<file path="src/rtl/io_ctrl_pkg.sv">
// io_ctrl_pkg: shared constants and state type for the IO control unit.
// Holds the IO_Selection and Draw_Select encodings used by decode.
package io_ctrl_pkg;

    // Encodings of IO_Selection coming from instruction decode
    localparam logic [1:0] IO_SEL_OUT  = 2'd0;
    localparam logic [1:0] IO_SEL_IN   = 2'd1;
    localparam logic [1:0] IO_SEL_GETC = 2'd2;
    localparam logic [1:0] IO_SEL_DRAW = 2'd3;

    // Encodings of Draw_Select (only meaningful for IO_SEL_DRAW)
    localparam logic [1:0] DRAW_PIXEL = 2'd0;
    localparam logic [1:0] DRAW_CHAR  = 2'd1;

    // Width of a keyboard scan code
    localparam int KEY_W = 8;

    // Controller states
    typedef enum logic [2:0] {
        ST_IDLE     = 3'd0,
        ST_WAIT_IN  = 3'd1,
        ST_WAIT_KEY = 3'd2,
        ST_DRAW     = 3'd3,
        ST_DONE     = 3'd4
    } io_state_t;

    // True when a draw mode selects character drawing rather than pixels
    function automatic logic is_char_mode(input logic [1:0] mode);
        return (mode == DRAW_CHAR) && (mode != DRAW_PIXEL);
    endfunction

endpackage

</file>
<file path="src/rtl/io_key_fifo.sv">
// io_key_fifo: small synchronous FIFO buffering keyboard codes for GETC.
// A push into a full FIFO is accepted only when a pop happens in the
// same cycle; a pop from an empty FIFO is ignored.
module io_key_fifo #(
    parameter int KEY_DEPTH = 4,
    parameter int WIDTH     = 8
) (
    input  logic             Clock,
    input  logic             Reset_n,
    input  logic             push,
    input  logic             pop,
    input  logic [WIDTH-1:0] din,
    output logic [WIDTH-1:0] dout,
    output logic             empty,
    output logic             full
);

    localparam int PTR_W = $clog2(KEY_DEPTH);
    localparam logic [PTR_W-1:0] PTR_ONE  = PTR_W'(1);
    localparam logic [PTR_W:0]   CNT_ONE  = (PTR_W + 1)'(1);
    localparam logic [PTR_W:0]   CNT_FULL = (PTR_W + 1)'(KEY_DEPTH);

    logic [WIDTH-1:0] mem [KEY_DEPTH];
    logic [PTR_W-1:0] wr_ptr;
    logic [PTR_W-1:0] rd_ptr;
    logic [PTR_W:0]   count;
    logic             do_pop;
    logic             do_push;

    assign empty   = (count == '0);
    assign full    = (count == CNT_FULL);
    assign do_pop  = pop & ~empty;
    assign do_push = push & (~full | do_pop);
    assign dout    = mem[rd_ptr];

    // Storage array; contents need no reset because count gates visibility
    always_ff @(posedge Clock) begin
        if (do_push) begin
            mem[wr_ptr] <= din;
        end
    end

    // Pointers wrap naturally because the depth is a power of two
    always_ff @(posedge Clock) begin
        if (!Reset_n) begin
            wr_ptr <= '0;
            rd_ptr <= '0;
            count  <= '0;
        end else begin
            if (do_push) begin
                wr_ptr <= wr_ptr + PTR_ONE;
            end
            if (do_pop) begin
                rd_ptr <= rd_ptr + PTR_ONE;
            end
            case ({do_push, do_pop})
                2'b10:   count <= count + CNT_ONE;
                2'b01:   count <= count - CNT_ONE;
                default: count <= count;
            endcase
        end
    end

endmodule

</file>
<file path="src/rtl/io_ctrl_unit.sv">
// io_ctrl_unit: executes OUT, IN, GETC and DRAW (pixel/char) IO instructions,
// stalling the PC while an operation waits on the user, keyboard or drawer.
// Optional macro IO_CTRL_DEBOUNCE_EN adds a 2^16-cycle debounce on Enter.
import io_ctrl_pkg::*;

module io_ctrl_unit #(
    parameter int DATA_W    = 32,
    parameter int SW_W      = 16,
    parameter int KEY_DEPTH = 4
) (
    input  logic              Clock,
    input  logic              Reset_n,
    input  logic              IO_Enable,
    input  logic [1:0]        IO_Selection,
    input  logic [1:0]        Draw_Select,
    input  logic [DATA_W-1:0] Op_A,
    input  logic [DATA_W-1:0] Op_B,
    input  logic [SW_W-1:0]   Switches,
    input  logic              Enter_Btn,
    input  logic              Key_Valid,
    input  logic [KEY_W-1:0]  Key_Code,
    input  logic              Draw_Ack,
    output logic [DATA_W-1:0] IO_Read_Data,
    output logic              IO_Stall,
    output logic [DATA_W-1:0] Out_Display,
    output logic              Draw_Req,
    output logic [1:0]        Draw_Mode,
    output logic [DATA_W-1:0] Draw_Pos,
    output logic [DATA_W-1:0] Draw_Data,
    output logic              Key_Overflow
);

    io_state_t        state;
    io_state_t        state_next;

    logic             enter_sync1;
    logic             enter_sync2;
    logic             enter_level;
    logic             enter_prev;
    logic             enter_rise;

    logic             fifo_push;
    logic             fifo_pop;
    logic [KEY_W-1:0] fifo_dout;
    logic             fifo_empty;
    logic             fifo_full;

    logic             stall_c;

    // Two-flop synchroniser bringing the raw Enter button into the clock domain
    always_ff @(posedge Clock) begin
        if (!Reset_n) begin
            enter_sync1 <= 1'b0;
            enter_sync2 <= 1'b0;
        end else begin
            enter_sync1 <= Enter_Btn;
            enter_sync2 <= enter_sync1;
        end
    end

`ifdef IO_CTRL_DEBOUNCE_EN
    logic [15:0] db_count;
    logic        db_level;
    logic        db_prev;

    // Debounced level follows the synchronised input only after it has been stable long enough
    always_ff @(posedge Clock) begin
        if (!Reset_n) begin
            db_count <= '0;
            db_level <= 1'b0;
            db_prev  <= 1'b0;
        end else begin
            db_prev <= enter_sync2;
            if (enter_sync2 != db_prev) begin
                db_count <= '0;
            end else if (enter_sync2 != db_level) begin
                if (db_count == 16'hFFFF) begin
                    db_level <= enter_sync2;
                    db_count <= '0;
                end else begin
                    db_count <= db_count + 16'd1;
                end
            end else begin
                db_count <= '0;
            end
        end
    end

    assign enter_level = db_level;
`else
    assign enter_level = enter_sync2;
`endif

    // Registered rising-edge detect giving a single-cycle Enter pulse
    always_ff @(posedge Clock) begin
        if (!Reset_n) begin
            enter_prev <= 1'b0;
            enter_rise <= 1'b0;
        end else begin
            enter_prev <= enter_level;
            enter_rise <= enter_level & ~enter_prev;
        end
    end

    // Keyboard codes are always offered to the FIFO; GETC pops when data is ready
    assign fifo_push = Key_Valid;
    assign fifo_pop  = (state == ST_WAIT_KEY) & ~fifo_empty;

    io_key_fifo #(
        .KEY_DEPTH (KEY_DEPTH),
        .WIDTH     (KEY_W)
    ) u_key_fifo (
        .Clock   (Clock),
        .Reset_n (Reset_n),
        .push    (fifo_push),
        .pop     (fifo_pop),
        .din     (Key_Code),
        .dout    (fifo_dout),
        .empty   (fifo_empty),
        .full    (fifo_full)
    );

    // State register
    always_ff @(posedge Clock) begin
        if (!Reset_n) begin
            state <= ST_IDLE;
        end else begin
            state <= state_next;
        end
    end

    // Next-state and stall decode; DONE never stalls so the instruction can retire
    always_comb begin
        state_next = state;
        stall_c    = 1'b0;
        case (state)
            ST_IDLE: begin
                if (IO_Enable) begin
                    stall_c = (IO_Selection != IO_SEL_OUT);
                    case (IO_Selection)
                        IO_SEL_IN:   state_next = ST_WAIT_IN;
                        IO_SEL_GETC: state_next = ST_WAIT_KEY;
                        IO_SEL_DRAW: state_next = ST_DRAW;
                        default:     state_next = ST_IDLE;
                    endcase
                end
            end
            ST_WAIT_IN: begin
                stall_c = 1'b1;
                if (enter_rise) begin
                    state_next = ST_DONE;
                end
            end
            ST_WAIT_KEY: begin
                stall_c = 1'b1;
                if (!fifo_empty) begin
                    state_next = ST_DONE;
                end
            end
            ST_DRAW: begin
                stall_c = 1'b1;
                if (Draw_Ack) begin
                    state_next = ST_DONE;
                end
            end
            ST_DONE: begin
                state_next = ST_IDLE;
            end
            default: begin
                state_next = ST_IDLE;
            end
        endcase
    end

    assign IO_Stall = stall_c;

    // Output latches: display value, read-back data and draw request fields
    always_ff @(posedge Clock) begin
        if (!Reset_n) begin
            Out_Display  <= '0;
            IO_Read_Data <= '0;
            Draw_Req     <= 1'b0;
            Draw_Mode    <= '0;
            Draw_Pos     <= '0;
            Draw_Data    <= '0;
        end else begin
            if (state == ST_IDLE && IO_Enable) begin
                if (IO_Selection == IO_SEL_OUT) begin
                    Out_Display <= Op_A;
                end
                if (IO_Selection == IO_SEL_DRAW) begin
                    Draw_Mode <= Draw_Select;
                    Draw_Pos  <= Op_A;
                    Draw_Data <= Op_B;
                    Draw_Req  <= 1'b1;
                end
            end
            if (state == ST_WAIT_IN && enter_rise) begin
                IO_Read_Data <= {{(DATA_W - SW_W){1'b0}}, Switches};
            end
            if (state == ST_WAIT_KEY && !fifo_empty) begin
                IO_Read_Data <= {{(DATA_W - KEY_W){1'b0}}, fifo_dout};
            end
            if (state == ST_DRAW && Draw_Ack) begin
                Draw_Req <= 1'b0;
            end
        end
    end

    // Sticky flag for a key code lost because the FIFO had no room
    always_ff @(posedge Clock) begin
        if (!Reset_n) begin
            Key_Overflow <= 1'b0;
        end else if (Key_Valid && fifo_full && !fifo_pop) begin
            Key_Overflow <= 1'b1;
        end
    end

endmodule

</file>
<file path="config.mk">
export PLATFORM = sky130hd
export DESIGN_NAME = io_ctrl_unit
export DESIGN_NICKNAME = d
export VERILOG_FILES = /design/src/rtl/io_ctrl_pkg.sv /design/src/rtl/io_key_fifo.sv /design/src/rtl/io_ctrl_unit.sv
export SDC_FILE = /design/constraint.sdc
export NUM_CORES = 1
export LEC_CHECK = 0
export CAP_MARGIN = 25
export CORE_MARGIN = 3
export CORE_UTILIZATION = 45
export CTS_CLUSTER_DIAMETER = 150
export DETAILED_ROUTE_END_ITERATION = 8
export PLACE_DENSITY = 0.83
export SETUP_SLACK_MARGIN = 0.02
export SYNTH_ARGS = -nofsm -noshare
export SYNTH_HDL_FRONTEND = slang
export SYNTH_SLANG_ARGS = --single-unit
</file>
<file path="constraint.sdc">
create_clock -name Clock -period 5.2 [get_ports Clock]
set_input_delay 1.56 -clock Clock [delete_from_list [all_inputs] [get_ports Clock]]
set_output_delay 1.56 -clock Clock [all_outputs]
set_load 0.01 [all_outputs]
</file>
==> metrics.txt, run 1 <==
vias per inst=4.90; number of global-route vias before repair=4912; CORE AREA=14100 um2; Root Driver=clkbuf_16; area delta synth->final=42.4%; Port Buffers=214; cell area power density=340 nW/um2; Rel. slew slack=47.3%; Clock Power Share=42.9%; die area=16100 um2; sequential area share after synthesis=54.7%; initial antenna violation count=0; # hold bufs at CTS=0; Critical Path Start=IO_Enable; max_cap viols=0; Gate Count Post-Synth=644; flops & latches, synth=164; Routed WL per cell=15.6 um; Die Wd=127 um; CTS clk-pin slew, worst paths=0.06 ns; Clock Latency Late Sink=0.43 ns; via count=5081; worst endpoint required time=3.64 ns; All-Layer GR Usage=19.9%; drt pass-1 iters=4; CP Max Fanout=6; most frequent cells after synthesis=193 x nand2_1, 132 x dfxtp_1, 62 x a21boi_0; grt ovf=0; Max clock buf depth=2; # diodes=0; hold path start=enter_prev; Final Wtd Congestion=0.782; Pleak=3.36 nW; dpl cell area=8730 um2; distinct cell type count after synthesis=39; clk_skew=0.0102 ns; WL final=16.1 mm; Initial Utilization=46.7%; Setup crit end kind=output port; Placement Setup Slack=0.573 ns; Final Power=3.19 mW; Area contributors post-synth=dfxtp_1 40%, edfxtp_1 15%, nand2_1 11%, a21boi_0 7.1%, a21boi_2 3.4%; final period utilization=90.2%; TritonCTS buffer count=17; TritonCTS clock tree=done; top-count cell post-synth=nand2_1; Syn. warnings=0; Crit Path Class=in2out; Comb power frac=13.1%; count of pins over their slew limit=0; post-route cell area=9380 um2; first-pass GRT wire length=25.2 mm; # setup viols final=0; Fillers=1087; row count=43; layout cell share with drive strength beyond 1=10.9%; post-CTS setup buffer count=0; worst-margin pin slew=0.791 ns; worst reg2reg startpoint=state[1]; maximum vdd ir drop=232 uV; Post-synth EDFFs=32; sw frac=24.6%; FMAX=213 MHz; num ports=231; average cell area after synthesis=10.2 um2; switching power total=782 uW; ANT nets after route=0; Reg area=3600 um2; PostCTS Resize Cnt=0; Detailed Route Iter0 Violations=251; ys async rst share=0%; detailed placer's ending HPWL=11.4 mm; outcome=completed; startpoint types=primary input; synthesized area=6590 um2; ys flop type=dfxtp_1; fin crit period=4.69 ns; Worst EP arrival=3.13 ns; Cell Int Power=2.40 mW; Sink Count=164; DRC=0; H-tree depth=4; worst min path class=reg2reg; Synth area leader=dfxtp_1; Layout Nets=948; register share of total power=44.0%; die height=127 um; Final WS setup=0.507 ns; RSZ-0062 raised after global routing=false; Final Hold Vio Count=0; largest net degree at the start of global routing=52; Synth top area share=40.1%; Multi-input gate area=2650 um2; setup TNS=0 ns
-- cell usage in the layout (no fill, tap or decap), drive strengths merged, types with 10 or more instances in the layout --
master / count
a21boi: 99
inv: 14
conb: 16
nand2: 213
nor2: 14
dfxtp: 132
and2: 13
buf: 10
clkbuf: 17
edfxtp: 32
mux2i: 19
clkdlybuf4s50: 213
-- metrics by stage --
stage	instances	utilization [%]	hold WS [ns]
2_1_floorplan	659	-	0.367
3_3_place_gp	1005	61.9	0.370
3_5_place_dp	1005	61.9	0.380
4_1_cts	1037	66.5	0.389
5_1_grt	1037	66.5	0.411
6_report	1037	66.5	0.386
-- worst paths after layout --
path              slack [ns]  depth (start not counted)             endpoint
setup reg to reg        2.44                          9  u_key_fifo.count[2]
hold / removal          0.39                          1           enter_rise
hold reg to reg         0.39                          1           enter_rise
setup / recovery        0.51                          4             IO_Stall
-- critical path, cell delays in order --
cell and delay [ns]:
clkdlybuf4s50_1 0.56, o21ai_0 0.21, a21oi_1 0.19, clkdlybuf4s50_1 0.61
-- final cells by class --
class	instances	share of cell area (%)
inverter	9	0.360
clock buffer	17	4.54
sequential	164	38.4
tap	180	2.40
timing repair buffer	223	23.6
multi-input combinational	429	28.3
clock inverter	15	2.37
-- routing by layer --
metal,GRT usage [%],part of all wire [%]
met4,11.1,4.0
met2,33.0,50
met1,23.2,40
met5,0,0
met3,5.81,5.8
-- state kept, by name, summed over array words and instances (netlist names), 2 cells and up, named ones only --
register and flops:
Draw_Pos 32, Draw_Data 32, Draw_Mode 2, Out_Display 32, u_key_fifo.rd_ptr 2, IO_Read_Data 16
state 3, u_key_fifo.mem 32, u_key_fifo.wr_ptr 2, u_key_fifo.count 3
-- cell families (layout without fill, tap and decap cells) --
family | count (synthesis) | in the layout | synth area share (%)
DFF | 164 | 164 | 54.7
and+or+nand+nor | 257 | 257 | 16.8
other | 1 | 16 | 0.0569
adders and majority gates | 6 | 6 | 1.25
xor gates and xnor gates | 5 | 5 | 0.665
muxes | 27 | 27 | 5.62
AOI/OAI and AO/OA | 118 | 118 | 14.7
buffers and inverters | 66 | 264 | 6.17
-- power by group through the flow --
| stage | registers, mW | clock network, mW | logic [mW] |
|---|---|---|---|
| final | 1.40 | 1.37 | 0.416 |
| after global routing | 1.41 | 1.44 | 0.453 |
| after global placement | 1.43 | 0 | 0.410 |
| after detailed placement | 1.43 | 0 | 0.417 |
| after CTS | 1.40 | 1.40 | 0.420 |
| after floorplan | 1.44 | 0 | 0.208 |
(Power assumes the default switching activity.)
==> run 2: changes to the inputs <==
GPL_TIMING_DRIVEN = 0   (was not set)
==> metrics.txt, run 2 (synthesized netlist as in run 1, its figures left out) <==
FMAX=220 MHz; vias per inst=4.81; Sink Count=164; first-pass GRT wire length=26.5 mm; maximum vdd ir drop=237 uV; H-tree depth=4; die area=16100 um2; PostCTS Resize Cnt=0; Root Driver=clkbuf_16; area delta synth->final=45.6%; worst min path class=reg2reg; Die Wd=127 um; most frequent cells in the layout=213 x clkdlybuf4s50_1, 193 x nand2_1, 132 x dfxtp_1, 62 x a21boi_0, 32 x edfxtp_1; All-Layer GR Usage=20.7%; # setup viols final=0; DRC=0; number of global-route vias before repair=5090; via count=5209; worst endpoint required time=3.64 ns; drt pass-1 iters=4; row count=43; initial antenna violation count=0; TritonCTS buffer count=17; Rel. slew slack=55.1%; worst-margin pin slew=0.674 ns; num ports=231; layout cell share with drive strength beyond 1=13.2%; Worst EP arrival=2.98 ns; fin crit period=4.54 ns; commonest non-fill, non-tap cell in the layout=clkdlybuf4s50_1; # hold bufs at CTS=0; final period utilization=87.3%; Max clock buf depth=2; Final Wtd Congestion=0.850; RSZ-0062 raised after global routing=false; max_cap viols=0; grt ovf=0; clk_skew=0.00908 ns; Setup crit end kind=output port; die height=127 um; Finished Core Util=68.1%; # diodes=0; CP Max Fanout=6; Port Buffers=213; detailed placer's ending HPWL=12.4 mm; Final Hold Vio Count=0; Routed WL per cell=15.6 um; TritonCTS clock tree=done; post-CTS setup buffer count=0; setup TNS=0 ns; Detailed Route Iter0 Violations=214; Initial Utilization=46.7%; count of pins over their slew limit=0; cell area power density=323 nW/um2; Fillers=1091; ANT nets after route=0; WL final=16.9 mm; final non-filler cell total=1084; Clock Latency Late Sink=0.42 ns; Layout Nets=995; Pleak=3.50 nW; largest net degree at the start of global routing=17; CTS clk-pin slew, worst paths=0.06 ns; Placed Instances=1052; Crit Path Class=in2out; outcome=completed; CORE AREA=14100 um2; startpoint types=primary input
run 2: cell types whose count changed in the layout (fill, tap and decap cells not counted), moves of 2 or more:
cell / change
buf_1: +2
buf_12: +2
buf_2: +9
buf_4: +14
buf_6: +2
bufinv_16: -2
clkbuf_1: +18
clkinvlp_4: +2
inv_4: +2
inv_6: -2
run 2: path summary, 6_finish.rpt:
path         startpoint                  end  slack (ns)  cells after the start
max reg2reg    state[1]  u_key_fifo.count[2]        2.47                     10
min reg2reg  enter_prev           enter_rise        0.39                      1
min          enter_prev           enter_rise        0.39                      1
max           IO_Enable             IO_Stall        0.66                      4
run 2: area by class of cell:
cell class              count  area (um2)  area share (%)
plain buffers              57         373            3.89
clock inverters            13         149            1.55
repair buffers            213        2130            22.2
inverters                   9        33.8           0.352
clock buffers              19         444            4.63
multi-input cells         429        2630            27.5
well taps                 180         225            2.35
flip-flops and latches    164        3600            37.6
run 2: power by group:
part / switching (mW) / internal, mW / leakage [nW]
registers: 0.0339 / 1.36 / 1.36
logic: 0.207 / 0.241 / 1.85
clock network: 0.528 / 0.730 / 0.287
total: 0.768 / 2.33 / 3.50
run 2: routing by layer:
metal  GRT usage (%)  up-vias  wire, um  part of all wire (%)
li1                -     2602         -                     -
met5               0        -         0                     0
met1            24.6     2397      7000                    41
met2            35.2      173      8330                    49
met4            8.90        0       595                   3.5
met3            5.85       37      1000                   5.9
run 2: critical path, stage by stage:
cell and delay (ns):
clkdlybuf4s50_1 0.54, o21ai_0 0.12, a21oi_1 0.15, clkdlybuf4s50_1 0.61
run 2: metrics by stage:
| step | power (mW) | hold WS, ns | setup slack, ns | cell area [um2] |
|---|---|---|---|---|
| after floorplan | 1.65 | 0.367 | 1.78 | 6640 |
| after global placement | 1.86 | 0.371 | 0.662 | 9000 |
| after detailed placement | 1.87 | 0.380 | 0.674 | 9000 |
| after CTS | 3.12 | 0.390 | 0.663 | 9590 |
| after global routing | 3.22 | 0.404 | 0.567 | 9590 |
| final | 3.10 | 0.386 | 0.658 | 9590 |
